===== config.mk =====
export PLATFORM = sky130hd
export DESIGN_NAME = multicycle_control
export DESIGN_NICKNAME = d
export VERILOG_FILES = /design/src/rtl/multicycle_control.sv
export SDC_FILE = /design/constraint.sdc
export NUM_CORES = 1
export LEC_CHECK = 0
export CAP_MARGIN = 20
export CORE_MARGIN = 2
export CORE_UTILIZATION = 27
export DETAILED_ROUTE_END_ITERATION = 6
export PLACE_DENSITY = 0.83
export SYNTH_ARGS = -nofsm -noshare
export SYNTH_HDL_FRONTEND = slang
export SYNTH_SLANG_ARGS = --single-unit

===== constraint.sdc =====
create_clock -name clk -period 1.3 [get_ports clk]
set_clock_uncertainty 0.05 [all_clocks]
set_input_delay 0.195 -clock clk [delete_from_list [all_inputs] [get_ports clk]]
set_output_delay 0.195 -clock clk [all_outputs]
set_load 0.02 [all_outputs]

===== src/rtl/multicycle_control.sv =====
// Multicycle RISC-V control unit: state register plus combinational decode of
// datapath selects and write enables for lw/sw/R/I-ALU/beq/jal.
module multicycle_control #(
  parameter logic EN_MEM_WAIT = 1'b1,
  parameter logic EN_JAL      = 1'b1,
  parameter logic TRAP_STICKY = 1'b1
) (
  input  logic        clk,
  input  logic        rst_n,
  input  logic [31:0] instr,
  input  logic        eq,
  input  logic        mem_ready,
  output logic        pc_write,
  output logic        adr_src,
  output logic        mem_read,
  output logic        mem_write,
  output logic        ir_write,
  output logic [1:0]  result_src,
  output logic [1:0]  alu_src_a,
  output logic [1:0]  alu_src_b,
  output logic [1:0]  imm_src,
  output logic [2:0]  alu_ctrl,
  output logic        reg_write,
  output logic [3:0]  state,
  output logic        illegal
);

  typedef enum logic [3:0] {
    S_FETCH    = 4'd0,
    S_DECODE   = 4'd1,
    S_MEMADR   = 4'd2,
    S_MEMREAD  = 4'd3,
    S_MEMWB    = 4'd4,
    S_MEMWRITE = 4'd5,
    S_EXECR    = 4'd6,
    S_EXECI    = 4'd7,
    S_ALUWB    = 4'd8,
    S_BRANCH   = 4'd9,
    S_JAL      = 4'd10,
    S_TRAP     = 4'd15
  } state_t;

  localparam logic [6:0] OP_LW  = 7'b0000011;
  localparam logic [6:0] OP_SW  = 7'b0100011;
  localparam logic [6:0] OP_R   = 7'b0110011;
  localparam logic [6:0] OP_I   = 7'b0010011;
  localparam logic [6:0] OP_BEQ = 7'b1100011;
  localparam logic [6:0] OP_JAL = 7'b1101111;

  state_t      state_r;
  logic [6:0]  opcode_s;
  logic [2:0]  funct3_s;
  logic        ready_s;
  logic        pc_write_s, mem_read_s, mem_write_s, ir_write_s, reg_write_s, illegal_s;
  logic        unused_s;

  assign opcode_s = instr[6:0];
  assign funct3_s = instr[14:12];
  assign ready_s  = EN_MEM_WAIT ? mem_ready : 1'b1;
  assign unused_s = ^{instr[31], instr[29:15], instr[11:7]};

  // sub is only meaningful for register-register ops; addi never subtracts
  function automatic logic [2:0] alu_decode(input logic [2:0] f3, input logic sub_ok);
    case (f3)
      3'b000:  return sub_ok ? 3'b001 : 3'b000;
      3'b010:  return 3'b101;
      3'b110:  return 3'b011;
      3'b111:  return 3'b010;
      default: return 3'b000;
    endcase
  endfunction

  // State register and next-state sequencing
  always_ff @(posedge clk or negedge rst_n) begin
    if (!rst_n) begin
      state_r <= S_FETCH;
    end else begin
      case (state_r)
        S_FETCH:    state_r <= ready_s ? S_DECODE : S_FETCH;
        S_DECODE: begin
          case (opcode_s)
            OP_LW, OP_SW: state_r <= S_MEMADR;
            OP_R:         state_r <= S_EXECR;
            OP_I:         state_r <= S_EXECI;
            OP_BEQ:       state_r <= S_BRANCH;
            OP_JAL:       state_r <= EN_JAL ? S_JAL : S_TRAP;
            default:      state_r <= S_TRAP;
          endcase
        end
        S_MEMADR:   state_r <= (opcode_s == OP_SW) ? S_MEMWRITE : S_MEMREAD;
        S_MEMREAD:  state_r <= ready_s ? S_MEMWB : S_MEMREAD;
        S_MEMWB:    state_r <= S_FETCH;
        S_MEMWRITE: state_r <= ready_s ? S_FETCH : S_MEMWRITE;
        S_EXECR:    state_r <= S_ALUWB;
        S_EXECI:    state_r <= S_ALUWB;
        S_ALUWB:    state_r <= S_FETCH;
        S_BRANCH:   state_r <= S_FETCH;
        S_JAL:      state_r <= S_ALUWB;
        S_TRAP:     state_r <= TRAP_STICKY ? S_TRAP : S_FETCH;
        default:    state_r <= S_FETCH;
      endcase
    end
  end

  // Per-state datapath selects and raw enables
  always_comb begin
    pc_write_s  = 1'b0;
    mem_read_s  = 1'b0;
    mem_write_s = 1'b0;
    ir_write_s  = 1'b0;
    reg_write_s = 1'b0;
    illegal_s   = 1'b0;
    adr_src     = 1'b0;
    result_src  = 2'b00;
    alu_src_a   = 2'b00;
    alu_src_b   = 2'b00;
    imm_src     = 2'b00;
    alu_ctrl    = 3'b000;
    case (state_r)
      S_FETCH: begin
        mem_read_s = 1'b1;
        alu_src_b  = 2'b10;
        result_src = 2'b10;
        ir_write_s = ready_s;
        pc_write_s = ready_s;
      end
      S_DECODE: begin
        alu_src_a = 2'b01;
        alu_src_b = 2'b01;
        imm_src   = 2'b10;
      end
      S_MEMADR: begin
        alu_src_a = 2'b10;
        alu_src_b = 2'b01;
        imm_src   = (opcode_s == OP_SW) ? 2'b01 : 2'b00;
      end
      S_MEMREAD: begin
        mem_read_s = 1'b1;
        adr_src    = 1'b1;
      end
      S_MEMWB: begin
        result_src  = 2'b01;
        reg_write_s = 1'b1;
      end
      S_MEMWRITE: begin
        mem_write_s = 1'b1;
        adr_src     = 1'b1;
      end
      S_EXECR: begin
        alu_src_a = 2'b10;
        alu_ctrl  = alu_decode(funct3_s, instr[30]);
      end
      S_EXECI: begin
        alu_src_a = 2'b10;
        alu_src_b = 2'b01;
        alu_ctrl  = alu_decode(funct3_s, 1'b0);
      end
      S_ALUWB: begin
        reg_write_s = 1'b1;
      end
      S_BRANCH: begin
        alu_src_a  = 2'b10;
        alu_ctrl   = 3'b001;
        pc_write_s = eq;
      end
      S_JAL: begin
        alu_src_a  = 2'b01;
        alu_src_b  = 2'b10;
        pc_write_s = 1'b1;
      end
      S_TRAP: begin
        illegal_s = 1'b1;
      end
      default: begin
        illegal_s = 1'b0;
      end
    endcase
  end

  // Reset overrides enables immediately, before the state register settles
  assign pc_write  = pc_write_s  & rst_n;
  assign mem_read  = mem_read_s  & rst_n;
  assign mem_write = mem_write_s & rst_n;
  assign ir_write  = ir_write_s  & rst_n;
  assign reg_write = reg_write_s & rst_n;
  assign illegal   = illegal_s   & rst_n;
  assign state     = state_r;

endmodule

==> impl_metrics.json <==
{
  "clock_latency_ns": 0.26,
  "startpoint_type": "flop",
  "cp_data_arrival_time_ns": 1.55,
  "drt_wl_total_um": 3220,
  "synth-seq-cells": 4,
  "irDropWorstVdd_mv": 1.82,
  "cts.sinks": 4,
  "slew_headroom_pct": 80.0,
  "ctsLongestPathBuffers": 2,
  "synth_compound_area_share_pct": 18.6,
  "final_area_um2": 1730,
  "grt_use_met2_pct": 47.1,
  "violations": "setup timing",
  "largest_reg_flops": 4,
  "antenna_found_initial": 0,
  "diodes": 0,
  "min_period_over_period_pct": 138,
  "start_util_pct": 28.6,
  "ys_types": 38,
  "nNetsFinal": 211,
  "crit_path_end_kind": "primary output",
  "cts_buffers": 3,
  "p_comb_share_pct": 86.8,
  "p_int_mw": 2.12,
  "final_core_util_pct": 77.4,
  "synth_nets": 128,
  "slew_violations": 0,
  "drive_gt1_share_pct": 70.5,
  "post-synth-top-area-fraction_pct": 15.7,
  "top_level_ports": 58,
  "die_w_um": 52.6,
  "r2r_end": "state[0]",
  "dieArea_um2": 2770,
  "grt_usage_pct": 22.8,
  "seq_power_share_pct": 8.8,
  "clockPowerShare_pct": 4.4,
  "critical_path_required_ns": 1.05,
  "syn_inst": 92,
  "grt_use_met3_pct": 0.857,
  "status": "complete, but fails checks",
  "numPortBuffers": 36,
  "switching_share_pct": 46.8,
  "power.total_mw": 3.97,
  "fin_crit_ns": 1.80,
  "hold_path.class": "in -> async",
  "fmax_ghz": 0.557,
  "setup.worst_path.start": "state[0]",
  "vias": 1028,
  "p_switching_mw": 1.86,
  "rsz0062_at_grt": "true",
  "dieHeight_um": 52.6,
  "ys_seq_area_share_pct": 15.7,
  "yosys.area_share.xor_xnor_pct": 4.12,
  "yosys-mux-area-fraction_pct": 0,
  "cp-endpoint": "pc_write",
  "synthTopCellsByArea": "dfrtp_1 (16%), nor3_1 (7.1%), nand2b_1 (6.9%), buf_2 (5.5%), nor4b_1 (5.5%)",
  "drc": 0,
  "setup_ws_ns": -0.495,
  "dpl.hpwl_um": 1900,
  "grt_pass1_wl_um": 4650,
  "gp_congestion": 0.813,
  "drt_iter0_drc": 14,
  "synth.avg_cell_area_um2": 6.94,
  "finalSetupTns_ns": -7.17,
  "p_leak_nw": 0.781,
  "grt_max_degree": 17,
  "tightest_slew_ns": 0.300,
  "ys_warn_count": 0,
  "synth_top_family_by_area": "simple AND/OR/NAND/NOR gates",
  "grtUsageMet1_pct": 21.9,
  "core_um2": 2230,
  "place_ws_ns": -0.943,
  "cts_hold_buf": 0,
  "critPathMaxFanout": 8,
  "first_pass_iters": 5,
  "post_drt_wl_per_cell_um": 16.0,
  "clkSlewWorstSetupHoldPaths_ns": 0.04,
  "synthAdderAreaFrac_pct": 0,
  "viasPerCell": 5.11,
  "timing.rr.start": "state[0]",
  "cts_tree": "done",
  "maxCapViolCount": 0,
  "rrSetupSlack_ns": -0.17,
  "placed_cell_area_um2": 1330,
  "area_delta_synth_final_pct": 171,
  "setup_viol": 24,
  "final_antenna_net_count": 0,
  "synth_area_leader_cell": "dfrtp_1",
  "htree_levels": 1,
  "synth-simple-area-share_pct": 56.1,
  "critPathKind": "reg -> out",
  "finalHoldViolCount": 0,
  "rows": 17,
  "root_buffer": "clkbuf_4",
  "rr_worst_depth": 6,
  "p_per_area_nw_per_um2": 2300,
  "mappedNetlistArea_um2": 638,
  "grt_pass1_vias": 1056,
  "top_usage_layer": "met2",
  "grt.overflow.total": 0
}
## placed cells by master (no fill, tap or decap), types with 3 or more instances in the layout
cell / count
nor2_4: 5
buf_12: 3
nor2_2: 3
nand2_4: 3
buf_2: 3
nor4b_4: 3
dfrtp_2: 4
clkdlybuf4s50_1: 7
a21oi_2: 4
nand3_1: 3
buf_4: 41
nand2_1: 4
nor3_1: 5
dlygate4sd2_1: 4
nand2b_4: 4
nor3_2: 3
clkbuf_4: 3
nand2b_1: 3
buf_6: 24
## synth_stat cells
master / count
a211oi_1: 1
a21boi_0: 1
a21o_1: 1
a21oi_1: 5
a22o_1: 1
a2bb2oi_1: 1
and2_1: 1
and2b_1: 1
and3_1: 1
and3b_1: 1
and4_1: 1
buf_2: 7
dfrtp_1: 4
nand2_1: 9
nand2b_1: 7
nand3_1: 3
nand3b_1: 1
nand4_1: 1
nand4b_1: 1
nor2_1: 8
nor2_4: 1
nor2b_1: 4
nor3_1: 9
nor3_2: 1
nor3b_1: 1
nor4_1: 2
nor4b_1: 4
nor4bb_1: 1
o211ai_1: 1
o21ai_0: 1
o21ai_1: 1
o22ai_1: 2
o31ai_1: 2
o32ai_1: 1
or2b_1: 1
or4_4: 1
xnor2_1: 1
xor2_1: 2
## worst max-delay path, cell delays in order (launching register included)
cell     delay (ns)
dfrtp_2        0.46
and2b_2        0.25
a21o_1         0.19
a21oi_2        0.18
nor3b_2        0.06
buf_4          0.16
## area by class of cell
type,count,area (um2)
repair buffers,85,793
flip-flops and latches,4,105
multi-input cells,81,772
fillers,140,505
well taps,28,35.0
clock buffers,3,22.5
## layer usage
| metal | vias up | part of all wire (%) |
|---|---|---|
| met1 | 488 | 38 |
| li1 | 503 | - |
| met4 | 0 | 1.8 |
| met2 | 33 | 57 |
| met5 | - | 0 |
| met3 | 4 | 3.3 |
## repair_timing
item | 4_1_cts | 5_1_grt
pin swaps | 11 | 14
resized for setup | 163 | 27
gates cloned | 1 | 0
setup endpoints to repair | 26 | 24
buffers inserted | 9 | 10
## per-stage QoR
step,cells,hold slack (ns)
3_3_place_gp,180,0.432
2_1_floorplan,92,-0.151
5_1_grt,201,0.200
3_5_place_dp,180,0.436
4_1_cts,193,0.179
6_report,201,0.193
## power groups by stage
stage | registers, mW | logic, mW | clock network (mW)
final | 0.351 | 3.45 | 0.173
after global routing | 0.363 | 3.62 | 0.182
after CTS | 0.342 | 3.06 | 0.173
after detailed placement | 0.306 | 2.37 | 0
after global placement | 0.302 | 2.33 | 0
after floorplan | 0.331 | 1.36 | 0
## how the worst min path moves through the flow
stage	endpoint	slack (ns)
3_3_place_gp	state[2]	0.43
3_5_place_dp	state[2]	0.44
2_1_floorplan	state[0]	-0.15
5_1_grt	state[2]	0.20
4_1_cts	state[2]	0.18
6_report	state[2]	0.19
## cell families (layout without fill, tap and decap cells)
kind of cell | after synthesis | count (layout)
DFF | 4 | 4
and+or+nand+nor | 60 | 60
xor gates and xnor gates | 3 | 3
buffers and inverters | 7 | 88
AOI/OAI and AO/OA | 18 | 18
Note: power is estimated with default switching activity, not from simulation.
